$ cat src/rtl/zl_sync_invert_derandomizer_pkg.sv
// rtl/zl_sync_invert_derandomizer_pkg.sv - shared DVB-S sync/PRBS constants, FSM encoding and PRBS step helper
package zl_sync_invert_derandomizer_pkg;

    localparam int PACKET_LEN    = 188;
    localparam int LOCK_THRESH   = 8;
    localparam int UNLOCK_THRESH = 3;

    localparam logic [7:0]  DVB_S_SYNC      = 8'h47;
    localparam logic [7:0]  DVB_S_SYNC_INV  = 8'hB8;
    localparam logic [14:0] DVB_S_PRBS_INIT = 15'h4A80;
    localparam int          DVB_S_SF_LEN    = 8;

    typedef enum logic [1:0] {
        ST_SEARCH = 2'd0,
        ST_VERIFY = 2'd1,
        ST_LOCKED = 2'd2
    } state_t;

    typedef struct packed {
        logic [14:0] state;
        logic [7:0]  bits;
    } prbs_step_t;

    // Eight steps of 1+x^14+x^15. Bit 14 is stage 1, bit 0 is stage 15;
    // the first generated bit lands in the byte MSB.
    function automatic prbs_step_t prbs_step8(input logic [14:0] s);
        prbs_step_t  r;
        logic [14:0] t;
        logic        fb;
        t      = s;
        r.bits = '0;
        for (int i = 0; i < 8; i++) begin
            fb     = t[1] ^ t[0];
            t      = {fb, t[14:1]};
            r.bits = {r.bits[6:0], fb};
        end
        r.state = t;
        return r;
    endfunction

endpackage

$ cat src/rtl/zl_dvb_s_prbs_byte.sv
// rtl/zl_dvb_s_prbs_byte.sv - 15-bit DVB-S PRBS with load/advance and byte-wide output
module zl_dvb_s_prbs_byte
    import zl_sync_invert_derandomizer_pkg::*;
(
    input  logic       clk,
    input  logic       rst,
    input  logic       load,
    input  logic       advance,
    output logic [7:0] prbs_byte
);

    logic [14:0] lfsr;
    prbs_step_t  step;

    assign step      = prbs_step8(lfsr);
    assign prbs_byte = step.bits;

    // Load wins over advance so a superframe restart always begins from the init word
    always_ff @(posedge clk) begin
        if (rst) begin
            lfsr <= DVB_S_PRBS_INIT;
        end else if (load) begin
            lfsr <= DVB_S_PRBS_INIT;
        end else if (advance) begin
            lfsr <= step.state;
        end
    end

endmodule

$ cat src/rtl/zl_sync_invert_derandomizer.sv
// rtl/zl_sync_invert_derandomizer.sv - DVB-S RX sync acquisition, 0xB8 re-inversion and PRBS removal (option: ZL_DVB_S_DERAND_STATS_EN)
module zl_sync_invert_derandomizer
    import zl_sync_invert_derandomizer_pkg::*;
(
    input  logic        clk,
    input  logic        rst,
    input  logic [7:0]  data_in,
    input  logic        data_in_req,
    output logic        data_in_ack,
    output logic [7:0]  data_out,
    output logic        data_out_sop,
    output logic        data_out_req,
    input  logic        data_out_ack,
    output logic        locked
`ifdef ZL_DVB_S_DERAND_STATS_EN
    ,
    output logic [15:0] sync_loss_cnt,
    output logic [31:0] pkt_cnt
`endif
);

    state_t     state, state_n;
    logic [7:0] pos, pos_n;
    logic [2:0] sf, sf_n;
    logic [3:0] good, good_n;
    logic [1:0] miss, miss_n;
    logic       prbs_load, prbs_adv;
    logic [7:0] prbs_byte;
    logic       emit, emit_sop;
    logic [7:0] emit_byte;
    logic       restart;

    logic       xfer, at_sync, sync_ok, is_cand, good_hit, miss_hit, pkt_end, lost;
    logic [7:0] exp_sync;

    assign data_in_ack = !data_out_req || data_out_ack;
    assign xfer        = data_in_req && data_in_ack;
    assign at_sync     = (pos == 8'd0);
    assign exp_sync    = (sf == 3'd0) ? DVB_S_SYNC_INV : DVB_S_SYNC;
    assign sync_ok     = (data_in == exp_sync);
    assign is_cand     = (data_in == DVB_S_SYNC_INV);
    assign good_hit    = (good == 4'(LOCK_THRESH - 1));
    assign miss_hit    = (miss == 2'(UNLOCK_THRESH - 1));
    assign pkt_end     = (pos == 8'(PACKET_LEN - 1));
    assign lost        = (state == ST_LOCKED) && at_sync && !sync_ok && miss_hit;

    zl_dvb_s_prbs_byte u_prbs (
        .clk       (clk),
        .rst       (rst),
        .load      (prbs_load),
        .advance   (prbs_adv),
        .prbs_byte (prbs_byte)
    );

    // FSM state register, only moves on an accepted byte
    always_ff @(posedge clk) begin
        if (rst) begin
            state <= ST_SEARCH;
        end else if (xfer) begin
            state <= state_n;
        end
    end

    // Next-state: a byte that breaks sync may itself be the next 0xB8 candidate
    always_comb begin
        state_n = state;
        case (state)
            ST_SEARCH: begin
                if (is_cand) state_n = ST_VERIFY;
            end
            ST_VERIFY: begin
                if (at_sync) begin
                    if (sync_ok) begin
                        if (good_hit) state_n = ST_LOCKED;
                    end else begin
                        state_n = is_cand ? ST_VERIFY : ST_SEARCH;
                    end
                end
            end
            ST_LOCKED: begin
                if (lost) state_n = is_cand ? ST_VERIFY : ST_SEARCH;
            end
            default: state_n = ST_SEARCH;
        endcase
    end

    // Per-byte controls: position tracking, PRBS stepping, good/miss counting and emission
    always_comb begin
        pos_n     = pos;
        sf_n      = sf;
        good_n    = good;
        miss_n    = miss;
        prbs_load = 1'b0;
        prbs_adv  = 1'b0;
        emit      = 1'b0;
        emit_sop  = 1'b0;
        emit_byte = data_in ^ prbs_byte;
        restart   = (state_n == ST_VERIFY) && ((state == ST_SEARCH) || (at_sync && !sync_ok));
        if (xfer) begin
            if (restart) begin
                pos_n     = 8'd1;
                sf_n      = 3'd0;
                good_n    = 4'd0;
                miss_n    = 2'd0;
                prbs_load = 1'b1;
            end else if (state_n == ST_SEARCH) begin
                pos_n  = 8'd0;
                sf_n   = 3'd0;
                good_n = 4'd0;
                miss_n = 2'd0;
            end else begin
                pos_n = pkt_end ? 8'd0 : pos + 8'd1;
                sf_n  = pkt_end ? sf + 3'd1 : sf;
                // The PRBS restarts at every 0xB8 slot and free-runs through 0x47 slots
                if (at_sync && (sf == 3'd0)) prbs_load = 1'b1;
                else                         prbs_adv  = 1'b1;
                if (at_sync) begin
                    if (state == ST_VERIFY) begin
                        good_n = (good == 4'hF) ? good : good + 4'd1;
                        miss_n = 2'd0;
                    end else if (sync_ok) begin
                        miss_n = 2'd0;
                    end else begin
                        miss_n = (miss == 2'd3) ? miss : miss + 2'd1;
                    end
                end
                if (state_n == ST_LOCKED) begin
                    emit     = 1'b1;
                    emit_sop = at_sync;
                    if (at_sync) emit_byte = DVB_S_SYNC;
                end
            end
        end
    end

    // Position, superframe slot and sync-quality counters
    always_ff @(posedge clk) begin
        if (rst) begin
            pos  <= 8'd0;
            sf   <= 3'd0;
            good <= 4'd0;
            miss <= 2'd0;
        end else begin
            pos  <= pos_n;
            sf   <= sf_n;
            good <= good_n;
            miss <= miss_n;
        end
    end

    // Single output register; holds while downstream stalls
    always_ff @(posedge clk) begin
        if (rst) begin
            data_out     <= 8'd0;
            data_out_sop <= 1'b0;
            data_out_req <= 1'b0;
        end else if (emit) begin
            data_out     <= emit_byte;
            data_out_sop <= emit_sop;
            data_out_req <= 1'b1;
        end else if (data_out_ack) begin
            data_out_req <= 1'b0;
        end
    end

    // Lock flag follows the state entered by the current transfer
    always_ff @(posedge clk) begin
        if (rst) begin
            locked <= 1'b0;
        end else if (xfer) begin
            locked <= (state_n == ST_LOCKED);
        end
    end

`ifdef ZL_DVB_S_DERAND_STATS_EN
    // Saturating lock-loss and delivered-packet counters
    always_ff @(posedge clk) begin
        if (rst) begin
            sync_loss_cnt <= 16'd0;
            pkt_cnt       <= 32'd0;
        end else begin
            if (xfer && (state == ST_LOCKED) && (state_n != ST_LOCKED) && (sync_loss_cnt != 16'hFFFF))
                sync_loss_cnt <= sync_loss_cnt + 16'd1;
            if (emit && emit_sop && (pkt_cnt != 32'hFFFF_FFFF))
                pkt_cnt <= pkt_cnt + 32'd1;
        end
    end
`endif

endmodule

$ cat config.mk
export PLATFORM = sky130hd
export DESIGN_NAME = zl_sync_invert_derandomizer
export DESIGN_NICKNAME = d
export VERILOG_FILES = /design/src/rtl/zl_sync_invert_derandomizer_pkg.sv /design/src/rtl/zl_dvb_s_prbs_byte.sv /design/src/rtl/zl_sync_invert_derandomizer.sv
export SDC_FILE = /design/constraint.sdc
export NUM_CORES = 1
export LEC_CHECK = 0
export CORE_ASPECT_RATIO = 0.5
export CORE_UTILIZATION = 56
export DETAILED_ROUTE_END_ITERATION = 8
export PLACE_DENSITY = 0.8
export SLEW_MARGIN = 20
export SYNTH_ARGS = -nofsm -noshare
export SYNTH_HDL_FRONTEND = slang
export SYNTH_SLANG_ARGS = --single-unit
$ cat constraint.sdc
create_clock -name clk -period 2.6 [get_ports clk]
set_input_delay 0.52 -clock clk [delete_from_list [all_inputs] [get_ports clk]]
set_output_delay 0.52 -clock clk [all_outputs]
set_load 0.02 [all_outputs]
==> results.json <==
{
  "detail_route.vias_per_cell": 5.73,
  "drt-pass1-iter-count": 4,
  "clock_tree_from_tritoncts": "done",
  "setup_viol_count_final": 0,
  "number_of_clock_sinks_seen_by_cts": 45,
  "layout_common_cells": "sky130_fd_sc_hd__dfxtp_1, sky130_fd_sc_hd__nor2_1, sky130_fd_sc_hd__clkdlybuf4s50_1, sky130_fd_sc_hd__buf_4, sky130_fd_sc_hd__xor2_1",
  "worstPathMaxFanout": 8,
  "place_hpwl_um": 3900,
  "initial_utilization_pct": 60.0,
  "wire_per_inst_um": 15.2,
  "hold_class": "flop to flop",
  "synth_edf_count": 0,
  "leak_pwr_nw": 1.22,
  "overflow": 0,
  "worstSetupPathType": "primary input to flop",
  "clk_latency_ns": 0.30,
  "synth_warnings": 0,
  "die_h_um": 48.3,
  "clkTransAtPathRegs_ns": 0.09,
  "grt_start_max_net_pins": 28,
  "grt_pass1_vias": 1975,
  "cts-root-buf": "sky130_fd_sc_hd__clkbuf_8",
  "die_w_um": 94.6,
  "pwr_density_cell_mw_per_mm2": 435,
  "fp.dieArea_sq_mm": 0.00457,
  "synthArstFlopShare_pct": 0,
  "synthFlopType": "sky130_fd_sc_hd__dfxtp_1",
  "rows": 16,
  "synth-seq-cells": 45,
  "postSynthCellCount": 258,
  "maxClockFrequency_ghz": 0.393,
  "synth.yosys.seq_area_share_pct": 37.5,
  "grt.total_usage_pct": 25.1,
  "period_share_pct": 97.8,
  "irDropWorstVdd_uv": 301,
  "ff2ff_setup_slack_ns": 0.25,
  "worstPathRequired_ns": 2.80,
  "grt_first_pass_wirelength_um": 8920,
  "antenna_found_initial": 0,
  "postRouteAntennaNets": 0,
  "final.fill_count": 306,
  "place.gp.congestion": 0.918,
  "clock_tree.htree_level_count": 2,
  "max_cap_viol_count": 0,
  "clk_path_buf_depth": 2,
  "total_power_mw": 1.31,
  "antennaDiodeCount": 0,
  "setup.worst_path.start_class": "primary input",
  "hold-worst-slack_ns": 0.473,
  "holdBufCountCts": 0,
  "worstMarginPinSlew_ns": 0.562,
  "cts_buffers": 5,
  "post_synthesis_instance_area_sq_mm": 0.00240,
  "io_buffer_count": 23,
  "drive_above_1_share_pct": 19.1,
  "hold_violations": 0,
  "finalNetCount": 321,
  "routed-via-count": 2045,
  "layout_min_cycle_time_ns": 2.54,
  "post-route-drc-count": 0,
  "area_of_the_core_sq_mm": 0.00400,
  "outcome": "complete, no violations",
  "first_iter_violations": 65,
  "final_common_cell": "sky130_fd_sc_hd__dfxtp_1",
  "report.final.slew_viol_count": 0,
  "layout-area-overhead-vs-synth_pct": 25.2,
  "synthDistinctLibCells": 55,
  "post_synth.cell_area_avg_sq_um": 9.31,
  "final.setup_skew_ns": 0.00736,
  "postRouteWirelength_um": 5430,
  "worst_ep_arrival_time_ns": 2.74,
  "crit_path_end_kind": "flop",
  "timing.max_slew.rel_slack_pct": 62.5,
  "synth.net_count": 277,
  "ioPinCount": 24
}
==> routing by layer <==
layer  vias to the layer above  track usage (%)  part of all wire (%)
li1                       1017                -                     -
met1                       976             32.6                    46
met2                        44             42.0                    48
met3                         8             6.29                   4.4
met4                         0             5.56                  0.77
met5                         -                0                     0
==> worst max-delay path, cell delays in order <==
cell and delay [ns]:
sky130_fd_sc_hd__clkdlybuf4s50_1 0.43, sky130_fd_sc_hd__or4b_4 0.53, sky130_fd_sc_hd__or3_4 0.41, sky130_fd_sc_hd__a21oi_4 0.20, sky130_fd_sc_hd__o221ai_4 0.18, sky130_fd_sc_hd__buf_4 0.19
sky130_fd_sc_hd__a211o_1 0.27
==> logic make-up (layout without fill, tap and decap cells) <==
| family | after synthesis | in the layout | share of synthesized area, % |
|---|---|---|---|
| AOI/OAI and AO/OA | 46 | 46 | 15.9 |
| DFF | 45 | 45 | 37.5 |
| xor gates and xnor gates | 25 | 25 | 9.12 |
| buffers and inverters | 18 | 63 | 4.12 |
| and+or+nand+nor | 103 | 103 | 23.9 |
| muxes | 14 | 14 | 5.84 |
| adders and majority gates | 7 | 7 | 3.65 |
==> cells in the mapped netlist (5+ instances only) <==
library cell                n  area (sq um)
sky130_fd_sc_hd__nor2_1    31           116
sky130_fd_sc_hd__dfxtp_1   45           901
sky130_fd_sc_hd__clkbuf_1   6          22.5
sky130_fd_sc_hd__nand4_1    5          31.3
sky130_fd_sc_hd__ha_1       7          87.6
sky130_fd_sc_hd__xor2_1    17           149
sky130_fd_sc_hd__mux2i_1   14           140
sky130_fd_sc_hd__xnor2_1    8          70.1
sky130_fd_sc_hd__nor3_1    12          60.1
sky130_fd_sc_hd__nand2_1   10          37.5
sky130_fd_sc_hd__a21oi_1   11          55.1
sky130_fd_sc_hd__inv_1      5          18.8
sky130_fd_sc_hd__nand2b_1   7          43.8
sky130_fd_sc_hd__nand3_1    8          40.0
==> power breakdown <==
part	total, mW	leakage (nW)	switching (mW)	internal, mW
Clock	0.430	0.0439	0.244	0.186
Combinational	0.172	0.811	0.0892	0.0829
Sequential	0.705	0.364	0.00680	0.698
Total	1.31	1.22	0.340	0.967
==> what timing repair did <==
action,4_1_cts,5_1_grt
setup buffers,0,2
hold endpoints to repair,0,0
gates resized for setup,1,11
pin swaps,0,7
endpoints found under the setup margin,11,27
==> metrics by stage <==
| step | cell area (sq um) | utilization (%) | cells | setup slack (ns) | TNS (ns) |
|---|---|---|---|---|---|
| 2_1_floorplan | 2400 | - | 258 | 0.180 | 0 |
| 3_3_place_gp | 2840 | 70.9 | 347 | -0.331 | -10.44 |
| 3_5_place_dp | 2840 | 70.9 | 347 | -0.355 | -11.49 |
| 4_1_cts | 2930 | 73.2 | 355 | 0.0365 | 0 |
| 5_1_grt | 3010 | 75.1 | 357 | -0.00104 | -0.00104 |
| 6_report | 3010 | 75.1 | 357 | 0.0570 | 0 |
==> path summary, 6_finish.rpt <==
path                                                from                           to  cells after the start
worst min-delay path            data_out[4]$_SDFFE_PP0P_     data_out[4]$_SDFFE_PP0P_                      2
worst min register to register  data_out[4]$_SDFFE_PP0P_     data_out[4]$_SDFFE_PP0P_                      2
worst max register to register       pos[0]$_SDFFE_PP0P_         good[1]$_SDFFE_PP0P_                      9
worst max-delay path                          data_in[5]  u_prbs.lfsr[7]$_SDFFE_PP1P_                      7
==> state kept, by name, indices dropped and copies added, names as in the netlist, 2 cells and up <==
signal,count
data_out,8
good,4
miss,2
pos,8
sf,3
state,2
u_prbs.lfsr,15
==> area by class of cell <==
class / instances / area (sq um) / area share (%)
Clock buffer: 5 / 68.8 / 2.29
Clock inverter: 3 / 17.5 / 0.583
Inverter: 6 / 22.5 / 0.749
Multi-Input combinational cell: 195 / 1460 / 48.5
Sequential cell: 45 / 901 / 30.0
Tap cell: 54 / 67.6 / 2.25
Timing Repair Buffer: 49 / 469 / 15.6
Power figures use the tool's default switching activity.
